### config.mk
export PLATFORM = sky130hd
export DESIGN_NAME = csa_multibyte_scheduler_flat
export DESIGN_NICKNAME = d
export VERILOG_FILES = /design/src/rtl/csa_multibyte_scheduler_if.sv /design/src/rtl/csa_multibyte_scheduler.sv /design/src/flat_wrapper.sv
export SDC_FILE = /design/constraint.sdc
export NUM_CORES = 1
export LEC_CHECK = 0
export CORE_ASPECT_RATIO = 0.6
export CORE_MARGIN = 1
export CORE_UTILIZATION = 40
export CTS_CLUSTER_SIZE = 28
export DETAILED_ROUTE_END_ITERATION = 12
export MAX_ROUTING_LAYER = met4
export PLACE_DENSITY_LB_ADDON = 0.3
export SYNTH_ARGS = -nofsm -noshare
export SYNTH_HDL_FRONTEND = slang
export SYNTH_SLANG_ARGS = --single-unit
### constraint.sdc
create_clock -name clk -period 1.9 [get_ports clk]
set_input_delay 0.38 -clock clk [delete_from_list [all_inputs] [get_ports clk]]
set_output_delay 0.38 -clock clk [all_outputs]
set_load 0.03 [all_outputs]
### src/rtl/csa_multibyte_scheduler_if.sv
`default_nettype none
// ============================================================================
// Module   : csa_multibyte_scheduler_if
// Brief    : Requester and adder-side signal bundle for csa_multibyte_scheduler.
//            The master side is the parent: it owns both requesters and the
//            single external 8-bit adder. The slave side is the scheduler.
// Revision : 1.0 - initial release
// ============================================================================
interface csa_multibyte_scheduler_if #(
  parameter int BYTES = 4
);
  localparam int c_w = 8 * BYTES;

  // requester 0
  logic           req0;
  logic [c_w-1:0] inp1_0;
  logic [c_w-1:0] inp2_0;
  logic           cin_0;
  logic           ack0;
  // requester 1
  logic           req1;
  logic [c_w-1:0] inp1_1;
  logic [c_w-1:0] inp2_1;
  logic           cin_1;
  logic           ack1;
  // shared result
  logic [c_w-1:0] sum;
  logic           cout;
  logic           busy;
  // external byte adder
  logic [7:0]     add_inp1;
  logic [7:0]     add_inp2;
  logic           add_cin;
  logic [7:0]     add_sum;
  logic           add_cout;

  modport master (
    output req0, inp1_0, inp2_0, cin_0,
    output req1, inp1_1, inp2_1, cin_1,
    output add_sum, add_cout,
    input  ack0, ack1, sum, cout, busy,
    input  add_inp1, add_inp2, add_cin
  );

  modport slave (
    input  req0, inp1_0, inp2_0, cin_0,
    input  req1, inp1_1, inp2_1, cin_1,
    input  add_sum, add_cout,
    output ack0, ack1, sum, cout, busy,
    output add_inp1, add_inp2, add_cin
  );
endinterface
`default_nettype wire

### src/rtl/csa_multibyte_scheduler.sv
`default_nettype none
// ============================================================================
// Module   : csa_multibyte_scheduler
// Brief    : Time-shares one external 8-bit carry-select adder between two
//            requesters. Each request is a BYTES-wide add performed LSB byte
//            first, one byte per cycle, with the carry chained in a register.
//            Round-robin arbitration on ties, one-cycle ack per requester.
// Revision : 1.0 - initial release
// ============================================================================
module csa_multibyte_scheduler #(
  parameter int BYTES = 4
) (
  input  logic                        clk,
  input  logic                        rst,
  csa_multibyte_scheduler_if.slave    bus
);

  localparam int c_w  = 8 * BYTES;
  localparam int c_iw = (BYTES > 1) ? $clog2(BYTES) : 1;
  localparam logic [c_iw-1:0] c_last = c_iw'(BYTES - 1);

  typedef enum logic [1:0] {
    S_IDLE = 2'd0,
    S_ADD  = 2'd1,
    S_DONE = 2'd2
  } state_t;

  state_t          r_state;
  state_t          w_next;

  logic            r_ptr;      // last requester granted on a tie
  logic            r_win;      // requester owning the current operation
  logic [c_w-1:0]  r_a;
  logic [c_w-1:0]  r_b;
  logic            r_carry;
  logic [c_iw-1:0] r_idx;
  logic [c_w-1:0]  r_shadow;   // partial result, never visible on sum
  logic [c_w-1:0]  r_sum;
  logic            r_cout;

  logic            w_grant;
  logic            w_sel;
  logic [7:0]      w_byte_a;
  logic [7:0]      w_byte_b;
  logic [c_w-1:0]  w_shadow_nxt;

  // Pick a winner: a lone request wins outright, a tie goes to the requester not granted last
  always_comb begin
    w_grant = bus.req0 | bus.req1;
    if (bus.req0 && bus.req1) begin
      w_sel = ~r_ptr;
    end else begin
      w_sel = bus.req1;
    end
  end

  // Select the current operand bytes and merge the adder result into the shadow word
  always_comb begin
    w_byte_a     = 8'd0;
    w_byte_b     = 8'd0;
    w_shadow_nxt = r_shadow;
    for (int i = 0; i < BYTES; i++) begin
      if (r_idx == c_iw'(i)) begin
        w_byte_a                 = r_a[i*8 +: 8];
        w_byte_b                 = r_b[i*8 +: 8];
        w_shadow_nxt[i*8 +: 8]   = bus.add_sum;
      end
    end
  end

  // Next-state logic plus adder drive and ack pulses decoded from the state
  always_comb begin
    w_next       = r_state;
    bus.add_inp1 = 8'd0;
    bus.add_inp2 = 8'd0;
    bus.add_cin  = 1'b0;
    bus.ack0     = 1'b0;
    bus.ack1     = 1'b0;
    bus.busy     = (r_state != S_IDLE);
    case (r_state)
      S_IDLE: begin
        if (w_grant) begin
          w_next = S_ADD;
        end
      end
      S_ADD: begin
        bus.add_inp1 = w_byte_a;
        bus.add_inp2 = w_byte_b;
        bus.add_cin  = r_carry;
        if (r_idx == c_last) begin
          w_next = S_DONE;
        end
      end
      S_DONE: begin
        bus.ack0 = ~r_win;
        bus.ack1 = r_win;
        w_next   = S_IDLE;
      end
      default: begin
        w_next = S_IDLE;
      end
    endcase
  end

  // State register
  always_ff @(posedge clk) begin
    if (rst) begin
      r_state <= S_IDLE;
    end else begin
      r_state <= w_next;
    end
  end

  // Operand snapshot, byte sequencing, carry chain and atomic result update
  always_ff @(posedge clk) begin
    if (rst) begin
      r_ptr    <= 1'b1;
      r_win    <= 1'b0;
      r_a      <= '0;
      r_b      <= '0;
      r_carry  <= 1'b0;
      r_idx    <= '0;
      r_shadow <= '0;
      r_sum    <= '0;
      r_cout   <= 1'b0;
    end else begin
      case (r_state)
        S_IDLE: begin
          if (w_grant) begin
            r_win   <= w_sel;
            if (bus.req0 && bus.req1) begin
              r_ptr <= w_sel;
            end
            r_a     <= w_sel ? bus.inp1_1 : bus.inp1_0;
            r_b     <= w_sel ? bus.inp2_1 : bus.inp2_0;
            r_carry <= w_sel ? bus.cin_1  : bus.cin_0;
            r_idx   <= '0;
          end
        end
        S_ADD: begin
          r_shadow <= w_shadow_nxt;
          r_carry  <= bus.add_cout;
          r_idx    <= r_idx + 1'b1;
          // The last byte lands straight in the result so sum/cout change in one edge
          if (r_idx == c_last) begin
            r_sum  <= w_shadow_nxt;
            r_cout <= bus.add_cout;
          end
        end
        default: begin
        end
      endcase
    end
  end

  assign bus.sum  = r_sum;
  assign bus.cout = r_cout;

endmodule
`default_nettype wire
### src/flat_wrapper.sv
// flat-port wrapper written by rule: the top's interface ports become plain ports
module csa_multibyte_scheduler_flat 
#(
  parameter int BYTES = 4
)
  (clk, rst, bus_req0, bus_inp1_0, bus_inp2_0, bus_cin_0, bus_req1, bus_inp1_1, bus_inp2_1, bus_cin_1, bus_add_sum, bus_add_cout, bus_ack0, bus_ack1, bus_sum, bus_cout, bus_busy, bus_add_inp1, bus_add_inp2, bus_add_cin);
  csa_multibyte_scheduler_if #(.BYTES(BYTES)) bus_i ();
  input  logic clk;
  input  logic rst;
  input wire logic [$bits(bus_i.req0)-1:0] bus_req0;
  input wire logic [$bits(bus_i.inp1_0)-1:0] bus_inp1_0;
  input wire logic [$bits(bus_i.inp2_0)-1:0] bus_inp2_0;
  input wire logic [$bits(bus_i.cin_0)-1:0] bus_cin_0;
  input wire logic [$bits(bus_i.req1)-1:0] bus_req1;
  input wire logic [$bits(bus_i.inp1_1)-1:0] bus_inp1_1;
  input wire logic [$bits(bus_i.inp2_1)-1:0] bus_inp2_1;
  input wire logic [$bits(bus_i.cin_1)-1:0] bus_cin_1;
  input wire logic [$bits(bus_i.add_sum)-1:0] bus_add_sum;
  input wire logic [$bits(bus_i.add_cout)-1:0] bus_add_cout;
  output wire logic [$bits(bus_i.ack0)-1:0] bus_ack0;
  output wire logic [$bits(bus_i.ack1)-1:0] bus_ack1;
  output wire logic [$bits(bus_i.sum)-1:0] bus_sum;
  output wire logic [$bits(bus_i.cout)-1:0] bus_cout;
  output wire logic [$bits(bus_i.busy)-1:0] bus_busy;
  output wire logic [$bits(bus_i.add_inp1)-1:0] bus_add_inp1;
  output wire logic [$bits(bus_i.add_inp2)-1:0] bus_add_inp2;
  output wire logic [$bits(bus_i.add_cin)-1:0] bus_add_cin;
  assign bus_i.req0 = bus_req0;
  assign bus_i.inp1_0 = bus_inp1_0;
  assign bus_i.inp2_0 = bus_inp2_0;
  assign bus_i.cin_0 = bus_cin_0;
  assign bus_i.req1 = bus_req1;
  assign bus_i.inp1_1 = bus_inp1_1;
  assign bus_i.inp2_1 = bus_inp2_1;
  assign bus_i.cin_1 = bus_cin_1;
  assign bus_i.add_sum = bus_add_sum;
  assign bus_i.add_cout = bus_add_cout;
  assign bus_ack0 = bus_i.ack0;
  assign bus_ack1 = bus_i.ack1;
  assign bus_sum = bus_i.sum;
  assign bus_cout = bus_i.cout;
  assign bus_busy = bus_i.busy;
  assign bus_add_inp1 = bus_i.add_inp1;
  assign bus_add_inp2 = bus_i.add_inp2;
  assign bus_add_cin = bus_i.add_cin;
  csa_multibyte_scheduler #(.BYTES(BYTES)) u_core (.clk(clk), .rst(rst), .bus(bus_i));
endmodule
# After elaboration in Yosys (flattened, before gate mapping)

Index checks and enable logic that the tools add are counted.

Bitwise operators: 3
Reductions and logical operators: 10
$add $sub $neg: 1
Mux-type cells: 28
Equality and inequality tests: 7

Operator list:

| operator              | number |
|---|---|
| $mux W8               | 14 |
| $mux W32              | 2 |
| $pmux W2 S2           | 2 |
| $reduce_and A2 Y1     | 4 |
| $eq A2 B2 Y1 const B  | 3 |
| $mux W1               | 6 |
| $mux W2               | 3 |
| $eq A2 B1 Y1 const B  | 2 |
| $logic_not A2 Y1      | 2 |
| $ne A2 B1 Y1 const B  | 2 |
| $reduce_bool A2 Y1    | 2 |
| $reduce_and A3 Y1     | 1 |
| $add A2 B1 Y2 const B | 1 |
| $not A1 Y1            | 2 |
| $pmux W1 S2           | 1 |
| $logic_and A1 B1 Y1   | 1 |
| $or A1 B1 Y1          | 1 |

Word-level logic and storage cells: 59
Output and inout bits: 53
Bits in registers: 136
Bits of input ports: 143

# Logic depth before layout (Yosys ltp)

Word-level depth: 6
Depth in mapped cells: 7
Mapped depth without buffers: 5

# Worst setup path before layout

No wires, ideal clock.

Kind: register -> output
Start: reg u_core.r_idx[0]
End: out bus_add_inp1[1]
Arrival time: 1555 ps
Data required time: 1520 ps
Path slack: -35 ps
Cell stages (with the launch flop): 8
Buffers on the path: 2
Cells stage by stage: dfxtp_1 > inv_1 > ha_1 > clkbuf_1 > clkbuf_1 > nand2_1 > o21ai_0 > a32o_1

Longest elaborated chain between the ends: 6
Elaborated cells on any way between the ends: 9
Those cells by class: eq/ne (3); mux (5); reduce/logical (1)

Ends and longest elaborated chain:

| item                     | RTL line                       | text |
|---|---|---|
| start: declaration       | csa_multibyte_scheduler.sv:36  | `logic [c_iw-1:0] r_idx;` |
| start signal: assignment | csa_multibyte_scheduler.sv:143 | `r_idx <= r_idx + 1'b1;` |
| $logic_not A2 Y1         | csa_multibyte_scheduler.sv:63  | `if (r_idx == c_iw'(i)) begin` |
| $mux W8 (3 in series)    | csa_multibyte_scheduler.sv:63  |  |
| $mux W8 *                | csa_multibyte_scheduler.sv:63  |  |
| $mux W8 *                | csa_multibyte_scheduler.sv:80  | `case (r_state)` |
| end: declaration         | flat_wrapper.sv:25             | `output wire logic [$bits(bus_i.add_inp1)-1:0] bus_add_inp1;` |

Mark *: on every way between the ends. The rest lies on a longest branch, timed or not.

# Worst setup path after layout

Start: reg u_core.r_idx[1]
End: out bus_add_inp1[5]

Same word-level chain as after synthesis.

==> results.sh <==
export IMPL_hold_end="u_core.r_state[1]"
export IMPL_clk_pin_slew_ns=0.06
export IMPL_port_buffers=195
export IMPL_power_density_nw_per_um2=831
export IMPL_rsz0062_at_grt="yes"
export IMPL_yosys_warnings=0
export IMPL_clk_insertion_delay_late_ns=0.41
export IMPL_postLayoutSetupSlackWorst_ns=-0.321
export IMPL_die_w_um=163
export IMPL_syn_inst=687
export IMPL_hold_viol_final=0
export IMPL_syn2layout_area_growth_pct=50.1
export IMPL_period_minus_slack_ns=2.22
export IMPL_slew_headroom=0.688
export IMPL_netlist_area_leader_share=0.411
export IMPL_reg2reg_from="u_core.r_idx[0]"
export IMPL_violations="setup timing"
export IMPL_htreeDepth=4
export IMPL_setup_viol_count_final=16
export IMPL_postRouteAntennaNets=0
export IMPL_crit_type="flip-flop to primary output"
export IMPL_avgSynthCellArea_um2=9.07
export IMPL_fin_crit_sh=1.17
export IMPL_cts_buffer_depth=2
export IMPL_min_path_cells=2
export IMPL_via_count=6076
export IMPL_vias_per_cell=5.64
export IMPL_drt_initial_drc_count=417
export IMPL_antenna_found_initial=0
export IMPL_start_kind="flip-flop"
export IMPL_num_io_pins=196
export IMPL_cellLeakagePower_nw=3.41
export IMPL_synth_seq_area_share=0.411
export IMPL_drive_above_1_share=0.178
export IMPL_wl_um=19600
export IMPL_grt_usage=0.250
export IMPL_routabilityCongestion=0.867
export IMPL_holdBufCountCts=0
export IMPL_grt_first_pass_wirelength_um=30700
export IMPL_grt_max_degree=68
export IMPL_detail_route_first_pass_iterations=5
export IMPL_grt_overflow_total=0
export IMPL_slew_violations=0
export IMPL_syn_cell_area_um2=6230
export IMPL_worstMarginPinSlew_ns=0.467
export IMPL_maxCapViolCount=0
export IMPL_fmax_mhz=450
export IMPL_antennaDiodeCount=0
export IMPL_yosys_top_cells_area="dfxtp_1, mux2i_1, a21oi_1"
export IMPL_grt_pass1_vias=6081
export IMPL_start_util=0.420
export IMPL_final_nets=1014
export IMPL_r2r_slack_ns=0.14
export IMPL_worstSetupEndpointType="primary output"
export IMPL_outcome="finished with violations"
export IMPL_dp_hpwl_um=13200
export IMPL_timing_rr_end="u_core.bus.sum[2]"
export IMPL_drc_errors=0
export IMPL_dp_slack_ns=-0.198
export IMPL_tritoncts="built"
export IMPL_async_reset_ff_frac=0
export IMPL_syn_nets=834
export IMPL_synth_cell_types=34
export IMPL_worstPathArrival_ns=1.84
export IMPL_synth_top_flop_cell="dfxtp_1"
export IMPL_wire_per_inst_um=18.1
export IMPL_fin_skew_ns=0.0104
export IMPL_hold_start="rst"
export IMPL_ys_ff_latch=128
export IMPL_dieArea_um2=16100
export IMPL_synth_edf_count=0
export IMPL_min_path_type="primary input to flip-flop"
export IMPL_synthTopCellsByCount="dfxtp_1, a21oi_1, mux2i_1"
export IMPL_numCtsBuffers=17
export IMPL_cts_sinks=128
export IMPL_rr_worst_depth=6
export IMPL_rows=34
export IMPL_p_total_w=0.00777
export IMPL_synth_area_leader_cell="dfxtp_1"
export IMPL_crit_path_max_fanout=8
export IMPL_post_route_util=0.630
export IMPL_cts_root_buf="clkbuf_16"
export IMPL_vdd_drop_max_uv=508
export IMPL_synth_most_common_cell="dfxtp_1"
export IMPL_required_ns=1.52
export IMPL_core_area_um2=14800
export IMPL_die_height_um=98.7
## per-layer routing
metal	up-vias	track usage	routed length, µm
li1	2878	-	-
met1	2903	0.324	8800
met2	267	0.396	8910
met5	-	-	0
met4	0	0.0798	259
met3	28	0.0455	1600
## worst max path at each step
stage	startpoint	endpoint	slack [ns]	cells after the start
finish	u_core.r_idx[1]	bus_add_inp1[5]	-0.32	7
global route	u_core.r_idx[1]	bus_add_inp1[5]	-0.37	7
CTS	u_core.r_idx[1]	bus_add_inp1[3]	-0.30	7
detailed placement	bus_req0	u_core.r_a[9]	-0.20	5
global placement	u_core.r_idx[0]	bus_add_inp1[6]	-0.16	7
floorplan	u_core.r_idx[0]	bus_add_inp2[4]	0.005	7
## cells in the final DEF (no fill, tap or decap), types with 2 or more instances in the layout
master | Yosys | layout
inv_6 | 0 | 2
a21oi_2 | 0 | 10
a31oi_1 | 2 | 2
o21ai_2 | 0 | 7
clkinvlp_4 | 0 | 3
a211oi_1 | 75 | 75
o21ai_0 | 18 | 2
nand3_1 | 24 | 24
clkbuf_1 | 29 | 2
dfxtp_1 | 128 | 125
bufinv_16 | 0 | 2
dfxtp_4 | 0 | 2
a21oi_1 | 116 | 101
o21ai_1 | 0 | 9
buf_4 | 5 | 20
nand2_1 | 62 | 62
mux2i_1 | 88 | 88
buf_12 | 5 | 13
o211ai_1 | 2 | 2
ha_4 | 0 | 3
buf_6 | 0 | 20
clkbuf_16 | 0 | 19
clkinv_4 | 0 | 4
nand3b_1 | 5 | 5
a211oi_2 | 13 | 13
nor2_4 | 0 | 3
a32o_2 | 0 | 16
nor2_1 | 27 | 26
clkinv_2 | 0 | 2
nand2b_1 | 17 | 16
clkdlybuf4s50_1 | 0 | 174
a21oi_4 | 0 | 5
## state kept, by name, summed over array words and instances (netlist names)
signal and flops:
u_core.r_idx 2, u_core.r_a 32, u_core.r_state 2, u_core.r_shadow 24, u_core.bus.sum 32, u_core.r_win 1, u_core.bus.cout 1, u_core.r_ptr 1
u_core.r_carry 1, u_core.r_b 32
## per-stage QoR
stage               cell area (µm²)  hold WS (ns)  setup TNS, ns  std cells
floorplan                      6240         0.436              0        687
finish                         9350         0.413          -4.82       1078
global route                   9350         0.423          -5.69       1078
detailed placement             8370         0.447          -5.04       1038
global placement               8370         0.442          -1.93       1038
CTS                            9170         0.403          -4.66       1074
## cell families (layout without fill, tap and decap cells)
family                     count (synthesis)  in the layout  share of synthesized area
DFF                                      128            128                      0.411
and+or+nand+nor                          145            145                      0.108
AOI/OAI and AO/OA                        245            245                      0.260
muxes                                     89             89                      0.143
buffers and inverters                     76            269                     0.0693
adders and majority gates                  4              4                    0.00804
## report_power, final
part | switching (W) | internal (W) | total, W
combinational | 0.000781 | 0.000793 | 0.00157
sequential | 0.000123 | 0.00286 | 0.00298
clock | 0.00124 | 0.00197 | 0.00321
total | 0.00214 | 0.00563 | 0.00777
## final cells by class
type | instances | area, µm²
Clock buffer | 20 | 447
Clock inverter | 12 | 136
Fill cell | 1244 | 5500
Inverter | 4 | 22.5
Multi-Input combinational cell | 483 | 3440
Sequential cell | 128 | 2570
Tap cell | 198 | 248
Timing Repair Buffer | 233 | 2490
## critical path, stage by stage (launching register included)
cell,delay [ns]
dfxtp_4,0.38
inv_4,0.05
ha_4,0.19
clkbuf_16,0.18
a21oi_4,0.12
o21ai_2,0.09
a32o_2,0.28
buf_6,0.14
## repair_timing
item	CTS	global route
cloned	0	2
pin swaps	13	22
setup endpoints to repair	19	23
buffers inserted	5	3
gates resized for setup	66	29
(Power assumes the default switching activity.)
